File: src/rtl/vga_timing_ctrl.sv
// VGA raster timing generator: pixel-rate enable, horizontal/vertical phase FSMs,
// active-low syncs, active-area enables, active-pixel coordinates and frame-start pulse.
`timescale 1ns/1ps
module vga_timing_ctrl #(
  parameter int unsigned PX_DIV   = 4,
  parameter int unsigned H_ACTIVE = 640,
  parameter int unsigned H_FP     = 16,
  parameter int unsigned H_SYNC   = 96,
  parameter int unsigned H_BP     = 48,
  parameter int unsigned V_ACTIVE = 480,
  parameter int unsigned V_FP     = 10,
  parameter int unsigned V_SYNC   = 2,
  parameter int unsigned V_BP     = 33
) (
  input  logic       clk,
  input  logic       i_sclr,
  output logic       o_px_clk,
  output logic       o_hsync,
  output logic       o_vsync,
  output logic       o_haddr_en,
  output logic       o_vaddr_en,
  output logic [9:0] o_hidx,
  output logic [8:0] o_vidx,
  output logic       o_frame_start
);

  localparam int unsigned DivW = (PX_DIV > 1) ? $clog2(PX_DIV) : 1;
  localparam logic [DivW-1:0] DivLast = DivW'(PX_DIV - 1);

  // Last count value of each phase; counters restart at 0 on phase entry.
  localparam logic [9:0] HActLast  = 10'(H_ACTIVE - 1);
  localparam logic [9:0] HFpLast   = 10'(H_FP - 1);
  localparam logic [9:0] HSyncLast = 10'(H_SYNC - 1);
  localparam logic [9:0] HBpLast   = 10'(H_BP - 1);
  localparam logic [9:0] VActLast  = 10'(V_ACTIVE - 1);
  localparam logic [9:0] VFpLast   = 10'(V_FP - 1);
  localparam logic [9:0] VSyncLast = 10'(V_SYNC - 1);
  localparam logic [9:0] VBpLast   = 10'(V_BP - 1);

  typedef enum logic [1:0] {StAct, StFp, StSync, StBp} phase_e;

  logic [DivW-1:0] r_div;
  phase_e          r_h_state, w_h_state_d;
  phase_e          r_v_state, w_v_state_d;
  logic [9:0]      r_hcnt, w_hcnt_d;
  logic [9:0]      r_vcnt, w_vcnt_d;
  logic            w_tick;
  logic            w_line_end;
  logic            w_frame_wrap;
  logic            r_hsync, r_vsync, r_haddr_en, r_vaddr_en, r_frame_start;
  logic [9:0]      r_hidx;
  logic [8:0]      r_vidx;

  // Pixel-rate divider; clear overrides any pending wrap.
  always_ff @(posedge clk) begin
    if (i_sclr) begin
      r_div <= '0;
    end else if (r_div == DivLast) begin
      r_div <= '0;
    end else begin
      r_div <= r_div + DivW'(1);
    end
  end

  assign o_px_clk = (r_div == DivLast);
  assign w_tick   = o_px_clk;

  // Horizontal phase sequencing, advanced once per pixel tick.
  always_comb begin
    w_h_state_d = r_h_state;
    w_hcnt_d    = r_hcnt;
    w_line_end  = 1'b0;
    if (w_tick) begin
      w_hcnt_d = r_hcnt + 10'd1;
      case (r_h_state)
        StAct:  if (r_hcnt == HActLast)  begin w_h_state_d = StFp;   w_hcnt_d = '0; end
        StFp:   if (r_hcnt == HFpLast)   begin w_h_state_d = StSync; w_hcnt_d = '0; end
        StSync: if (r_hcnt == HSyncLast) begin w_h_state_d = StBp;   w_hcnt_d = '0; end
        StBp: begin
          if (r_hcnt == HBpLast) begin
            w_h_state_d = StAct;
            w_hcnt_d    = '0;
            w_line_end  = 1'b1;
          end
        end
        default: begin
          w_h_state_d = StAct;
          w_hcnt_d    = '0;
        end
      endcase
    end
  end

  // Vertical phase sequencing, advanced only at end of line.
  always_comb begin
    w_v_state_d  = r_v_state;
    w_vcnt_d     = r_vcnt;
    w_frame_wrap = 1'b0;
    if (w_line_end) begin
      w_vcnt_d = r_vcnt + 10'd1;
      case (r_v_state)
        StAct:  if (r_vcnt == VActLast)  begin w_v_state_d = StFp;   w_vcnt_d = '0; end
        StFp:   if (r_vcnt == VFpLast)   begin w_v_state_d = StSync; w_vcnt_d = '0; end
        StSync: if (r_vcnt == VSyncLast) begin w_v_state_d = StBp;   w_vcnt_d = '0; end
        StBp: begin
          if (r_vcnt == VBpLast) begin
            w_v_state_d  = StAct;
            w_vcnt_d     = '0;
            w_frame_wrap = 1'b1;
          end
        end
        default: begin
          w_v_state_d = StAct;
          w_vcnt_d    = '0;
        end
      endcase
    end
  end

  // State and output registers; outputs are decoded from next state so they land
  // on the same edge as the state change.
  always_ff @(posedge clk) begin
    if (i_sclr) begin
      r_h_state     <= StAct;
      r_v_state     <= StAct;
      r_hcnt        <= '0;
      r_vcnt        <= '0;
      r_hsync       <= 1'b1;
      r_vsync       <= 1'b1;
      r_haddr_en    <= 1'b1;
      r_vaddr_en    <= 1'b1;
      r_hidx        <= '0;
      r_vidx        <= '0;
      r_frame_start <= 1'b0;
    end else begin
      r_h_state     <= w_h_state_d;
      r_v_state     <= w_v_state_d;
      r_hcnt        <= w_hcnt_d;
      r_vcnt        <= w_vcnt_d;
      r_hsync       <= (w_h_state_d != StSync);
      r_vsync       <= (w_v_state_d != StSync);
      r_haddr_en    <= (w_h_state_d == StAct);
      r_vaddr_en    <= (w_v_state_d == StAct);
      r_hidx        <= (w_h_state_d == StAct) ? w_hcnt_d : 10'd0;
      r_vidx        <= (w_v_state_d == StAct) ? w_vcnt_d[8:0] : 9'd0;
      r_frame_start <= w_frame_wrap;
    end
  end

  assign o_hsync       = r_hsync;
  assign o_vsync       = r_vsync;
  assign o_haddr_en    = r_haddr_en;
  assign o_vaddr_en    = r_vaddr_en;
  assign o_hidx        = r_hidx;
  assign o_vidx        = r_vidx;
  assign o_frame_start = r_frame_start;

endmodule

File: config.mk
export PLATFORM = sky130hd
export DESIGN_NAME = vga_timing_ctrl
export DESIGN_NICKNAME = d
export VERILOG_FILES = /design/src/rtl/vga_timing_ctrl.sv
export SDC_FILE = /design/constraint.sdc
export NUM_CORES = 1
export LEC_CHECK = 0
export ABC_AREA = 1
export CORE_MARGIN = 10
export CORE_UTILIZATION = 51
export DETAILED_ROUTE_END_ITERATION = 12
export PLACE_DENSITY = 0.81
export REMOVE_ABC_BUFFERS = 1
export SLEW_MARGIN = 20
export SYNTH_ARGS = -nofsm -noshare
export SYNTH_HDL_FRONTEND = slang
export SYNTH_SLANG_ARGS = --single-unit
File: constraint.sdc
create_clock -name clk -period 1.7 [get_ports clk]
set_input_delay 0.34 -clock clk [delete_from_list [all_inputs] [get_ports clk]]
set_output_delay 0.34 -clock clk [all_outputs]
set_load 0.01 [all_outputs]
==> results.yml, run 1 <==
route:
  antenna_left: 0
  drt-initial-drc-count: 137
  first_pass_iters: 5
  avgViaCountPerCell: 5.05
  wl_per_cell_um: 13.2
  drc: 0
  vias: 2515
  drt_wl_total_um: 6580
layout:
  nets: 437
  antenna_cells: 0
  areaGrowthSynthToFinish_pct: 36.4
  drive_gt1_share_pct: 29.0
  final.fill_count: 373
clocking:
  ctsHoldBuffers: 0
  clock_latency_ns: 0.31
  ctsHtreeMaxLevel: 2
  cts_buffers: 5
  clock-sinks: 50
  cts_max_path_buffers: 2
  clk_pin_slew_ns: 0.09
  cts_root_buf: "clkbuf_8"
  cts_tree: "yes"
worst_setup_path:
  path_class: "reg -> reg"
  r2r_setup_slack_ns: -0.04
  crit_top_cell: "nand2_4"
  slowest_stage: "dfxtp_2"
  path_cells: "ha_1 > inv_1 > nor2_4 > nand3_4 > buf_4 > nand2_1 > nand2_4 > nand2_4 > nor2_4 > nand2_4 > nor2_2"
  end_kind: "flop"
  path_buf_inv: 2
  cpPeakStageDelay_ns: 0.33
  cp.arrival_ns: 1.99
  cp_max_fo: 6
  crit_required_ns: 1.95
  cp_top_family: "simple AND/OR/NAND/NOR gates"
  startpoint_type: "flop"
power:
  powerDensity_nw_per_um2: 588
  leakage_nw: 1.57
  ir_drop_mv: 0.406
yosys:
  synth_cell_types: 34
  postSynthCellCount: 363
  yosys_warnings: 0
  syn_area_um2: 2540
  ys_ff_latch: 50
  synth-seq-area-share_pct: 39.5
  avgSynthCellArea_um2: 6.99
sta:
  slew_violations: 0
  fmax_ghz: 0.575
  period_needed_ns: 1.74
  whs_ns: 0.414
  slew-limit-headroom_pct: 78.3
  fin_crit_sh_pct: 102
  final.setup_skew_ns: 0.0113
  setup_violations: 6
  rsz0062_at_grt: "true"
  finalHoldViolCount: 0
  tns_ns: -0.102
  worst_slew_pin_slew_ns: 0.326
  layout_setup_ws_ns: -0.0385
worst_hold_path:
  hp-class: "reg -> reg"
placed_design:
  hpwl_um: 4570
  place.gp.congestion: 0.918
  io_buffers: 26
status:
  status: "finished with violations"
  violations: "setup timing"
job:
  max-cap-violations: 0
grt:
  overflow: 0
  grt_pass1_wl_um: 11000
  grt_use_total_pct: 15.7
  first_global_vias: 2488
  grt_start_max_net_pins: 17
  antenna_found_initial: 0
die:
  core_area_um2: 4790
  dieArea_um2: 8190
  start_util_pct: 53.0
  die-width_um: 90.5
  fp.dieH_um: 90.5
  fp-row-count: 25
  pin_count: 27
worst paths after layout:
kind | start | endpoint | cells past startpoint
worst min register to register | r_div[0] | r_div[0] | 1
worst max-delay path | r_div[0] | o_vidx[7] | 11
worst max register to register | r_div[0] | o_vidx[7] | 11
worst min-delay path | r_div[0] | r_div[0] | 1
cell families after synthesis:
family | Yosys count | share of synthesized area (%)
AND/OR/NAND/NOR | 222 | 40.4
buffers and inverters | 55 | 8.53
flip-flops | 50 | 39.5
AO/OA/AOI/OAI | 22 | 6.02
XOR/XNOR | 8 | 2.76
adder cells (fa/ha/maj) | 5 | 2.47
multiplexers | 1 | 0.395
report_power, final:
part | switching, mW | internal [mW]
logic | 0.0912 | 0.0514
clock network | 0.402 | 0.299
registers | 0.00642 | 1.19
total | 0.499 | 1.54
synth_stat cells:
cell	count	area share, %
nor3b_1	1	0.30
o21bai_1	1	0.30
ha_1	5	2.5
o211ai_1	2	0.59
nand3b_1	5	1.5
nand3_4	1	0.69
nand2_8	1	0.79
xnor2_1	1	0.35
o21ai_0	3	0.59
a22oi_4	1	0.84
a21boi_1	3	0.89
a21oi_1	8	1.6
nand2_2	4	0.99
xor2_1	7	2.4
dfxtp_1	50	39
nor4_1	1	0.25
mux2i_1	1	0.39
a21oi_4	1	0.64
nor3_1	5	0.99
nor2_2	16	3.9
nor2_4	3	1.3
o21ai_1	3	0.59
inv_1	44	6.5
buf_2	2	0.39
nor2_1	63	9.3
or2_2	1	0.25
nand2_1	91	13
inv_2	3	0.44
clkinv_1	1	0.15
nand3_2	1	0.39
buf_6	1	0.44
nand4_1	9	2.2
nand3_1	20	3.9
clkbuf_1	4	0.59
timing repair:
action | in CTS | in global routing
pin swaps | 4 | 21
gates cloned | 1 | 0
endpoints found under the setup margin | 32 | 43
setup buffers | 1 | 4
gates resized for setup | 13 | 53
placed cells by master, fill, tap and decap left out, drive strengths merged, types with 3 or more instances in the layout:
master          n
nand2          97
a21oi           9
o21ai           6
nor2           82
clkbuf          6
buf            40
nand3          22
xor2            7
inv            49
nand3b          5
a21boi          3
ha              5
dfxtp          50
nand4           9
nor3            5
clkdlybuf4s50  25
area by class of cell:
type	instances	area, um^2	area share [%]
sequential	50	1010	29.3
inverter	48	185	5.35
timing repair buffer	66	564	16.3
clock inverter	2	17.5	0.507
multi-input combinational	259	1520	44.0
tap	67	83.8	2.42
clock buffer	6	72.6	2.10
through the flow:
step | cell area, um^2 | cells | utilization, % | power (mW) | setup WS (ns)
floorplan | 2500 | 356 | - | 1.29 | -0.353
global placement | 3110 | 484 | 64.9 | 1.35 | -0.0305
detailed placement | 3110 | 484 | 64.9 | 1.35 | -0.106
CTS | 3260 | 494 | 68.1 | 2.06 | -0.00174
global route | 3460 | 498 | 72.3 | 2.12 | -0.114
finish | 3460 | 498 | 72.3 | 2.04 | -0.0385
routing by layer:
layer / routed length [um] / track usage (%) / share of wire, % / up-vias
met4: 194 / 5.44 / 3.0 / 0
met3: 281 / 3.66 / 4.3 / 23
met2: 3490 / 29.3 / 53 / 65
li1: - / - / - / 1265
met5: 0 / 0 / 0 / -
met1: 2610 / 16.7 / 40 / 1162
flip-flops by register name, indices dropped and copies added, names as in the netlist:
register,flops
r_h_state,2
o_vidx,9
o_hidx,10
o_vsync,1
r_hcnt,10
r_vcnt,10
o_haddr_en,1
o_hsync,1
r_v_state,2
o_vaddr_en,1
r_div,2
o_frame_start,1
worst register-to-register path, delay by kind of cell, from the launching register on:
family	cells	cell delay, ns
flip-flops	1	0.33
AND/OR/NAND/NOR	8	0.86
buffers and inverters	2	0.28
adder cells (fa/ha/maj)	1	0.20
No activity file was read; power rests on OpenSTA's default activity.
==> run 2: changes to the inputs <==
==> config.mk (replaced) <==
export PLATFORM = sky130hd
export DESIGN_NAME = vga_timing_ctrl
export DESIGN_NICKNAME = d
export VERILOG_FILES = /design/src/rtl/vga_timing_ctrl.sv
export SDC_FILE = /design/constraint.sdc
export NUM_CORES = 1
export LEC_CHECK = 0
export CORE_ASPECT_RATIO = 1.1
export CORE_MARGIN = 10
export CORE_UTILIZATION = 49
export DETAILED_ROUTE_END_ITERATION = 12
export PLACE_DENSITY = 0.79
export REMOVE_ABC_BUFFERS = 1
export SLEW_MARGIN = 10
export SYNTH_ARGS = -nofsm -noshare
export SYNTH_HDL_FRONTEND = slang
export SYNTH_SLANG_ARGS = --single-unit
==> run 2 against run 1 <==
The flow still finishes with violations (setup timing). Clock power grew 19%. Clock-buffer cell count grew 1. Non-clock buffer count grew 37. Combinational power grew 35%. Critical endpoint unchanged.
==> results.yml, run 2 <==
clocking:
  cts_buffers: 5
  ctsHoldBuffers: 0
  cts_max_path_buffers: 2
  clock_latency_ns: 0.31
  cts_root_buf: "clkbuf_8"
  clk_pin_slew_ns: 0.09
  clock-sinks: 50
  ctsHtreeMaxLevel: 2
  cts_tree: "yes"
job:
  max-cap-violations: 0
die:
  pin_count: 27
  die-width_um: 83.8
  fp.dieH_um: 90.1
  fp-row-count: 25
  core_area_um2: 4320
  dieArea_um2: 7550
  start_util_pct: 50.8
worst_setup_path:
  cp_top_family: "compound AO/OA/AOI/OAI gates"
  path_buf_inv: 2
  reg2reg_depth: 8
  rr_endpoint: "o_vidx[7]"
  path_cells: "inv_1 > ha_2 > or4b_4 > o32a_1 > a311oi_4 > buf_6 > o221ai_4 > nor3b_2"
  path_depth: 8
  slowest_stage: "or4b_4"
  cp_max_fo: 5
  path_class: "reg -> reg"
  crit_required_ns: 1.94
  cpPeakStageDelay_ns: 0.47
  r2r_setup_slack_ns: -0.66
  cp.arrival_ns: 2.60
  startpoint_type: "flop"
  end_kind: "flop"
  timing.rr.start: "r_vcnt[1]"
sta:
  rsz0062_at_grt: "true"
  fin_crit_sh_pct: 139
  final.setup_skew_ns: 0.0111
  period_needed_ns: 2.36
  layout_setup_ws_ns: -0.658
  slew-limit-headroom_pct: 59.8
  finalHoldViolCount: 0
  setup_violations: 46
  worst_slew_pin_slew_ns: 0.601
  fmax_ghz: 0.424
  tns_ns: -20.29
  whs_ns: 0.483
  slew_violations: 0
grt:
  first_global_vias: 2552
  grt_pass1_wl_um: 12300
  antenna_found_initial: 0
  grt_start_max_net_pins: 17
  overflow: 0
  grt_use_total_pct: 19.3
layout:
  final_area_um2: 3710
  final_common_cell: "buf_4"
  areaGrowthSynthToFinish_pct: 69.3
  layout_common_cells: "buf_4 (65), dfxtp_1 (44), nor2_1 (36), clkdlybuf4s50_1 (25), nand2_1 (12)"
  nets: 352
  antenna_cells: 0
  final_util_pct: 85.9
  drive_gt1_share_pct: 46.5
worst_hold_path:
  worstHoldEndpoint: "r_div[0]"
  hp-class: "reg -> reg"
  holdCritStartpoint: "r_div[0]"
  holdPathStages: 1
route:
  vias: 2424
  drc: 0
  wl_per_cell_um: 20.8
  antenna_left: 0
  avgViaCountPerCell: 6.06
  drt_wl_total_um: 8310
  drt-initial-drc-count: 148
  first_pass_iters: 7
placed_design:
  hpwl_um: 4480
  io_buffers: 26
  placed_cell_area_um2: 2960
  place.gp.congestion: 0.888
  place_ws_ns: -0.694
yosys:
  synth_most_common_cell: "dfxtp_1"
  avgSynthCellArea_um2: 9.05
  synth_cell_types: 47
  syn_area_um2: 2190
  synth_edf_count: 0
  synth_top_cell_by_area: "dfxtp_1"
  synth-seq-area-share_pct: 45.7
  synthArstFlopShare_pct: 0
  yosys-top-cells-count: "dfxtp_1 (50), nor2_1 (43), nand2_1 (15)"
  postSynthCellCount: 242
  netlist.area_leader.share_pct: 45.7
  yosys_warnings: 0
  synth.area.top_cells: "dfxtp_1 (46%), nor2_1 (7.4%), ha_1 (2.9%)"
  synth_top_flop_cell: "dfxtp_1"
  ys_ff_latch: 50
power:
  powerDensity_nw_per_um2: 604
  leakage_nw: 1.42
  ir_drop_mv: 0.670
status:
  violations: "setup timing"
  status: "finished with violations"
## run 2: through the flow
| step | power [mW] | cells |
|---|---|---|
| floorplan | 1.30 | 234 |
| detailed placement | 1.37 | 377 |
| CTS | 2.21 | 397 |
| global route | 2.29 | 400 |
| finish | 2.24 | 400 |
| global placement | 1.37 | 377 |
## run 2: kinds of logic (layout without fill, tap and decap cells)
family                   count (synthesis)  count (layout)  synth area share (%)
adder cells (fa/ha/maj)                  5               5                  2.86
buffers and inverters                   17             120                  2.97
flip-flops                              50              50                  45.7
AO/OA/AOI/OAI                           33              34                  12.1
XOR/XNOR                                10              10                  4.00
AND/OR/NAND/NOR                        126             126                  32.0
multiplexers                             1               1                 0.457
## run 2: routing by layer
layer  wire length (um)  GRT usage, %  vias up
met3                444          4.42       41
li1                   -             -     1087
met4                478          13.3        0
met5                  0             0        -
met1               2920          18.7     1177
met2               4470          35.0      119
## run 2: worst max path at each step
| stage | end | startpoint | slack, ns |
|---|---|---|---|
| after floorplan | o_vidx[6] | r_div[0] | -0.82 |
| after global placement | o_vsync | r_vcnt[2] | -0.66 |
| after detailed placement | o_vsync | r_vcnt[2] | -0.69 |
| after CTS | o_vsync | r_vcnt[7] | -0.61 |
| after global routing | o_vidx[3] | r_vcnt[1] | -0.73 |
| final | o_vidx[7] | r_vcnt[1] | -0.66 |
## run 2: repair_timing
item | 4_1_cts | 5_1_grt
gates cloned | 1 | 0
gates resized for setup | 80 | 26
buffers inserted | 11 | 6
pin swaps | 32 | 21
endpoints found under the setup margin | 47 | 47
## run 2: report_power, final
group,total (mW),switching (mW),internal [mW]
Combinational,0.193,0.111,0.0816
Clock,0.833,0.392,0.441
Sequential,1.21,0.0171,1.20
## run 2: area by class of cell
class                      count  area [um^2]
clock buffer                   7         76.3
clock inverter                 1         30.0
fill                         213          608
inverter                       9         33.8
multi-input combinational    176         1610
sequential                    50         1010
tap                           54         67.6
timing repair buffer         103          886
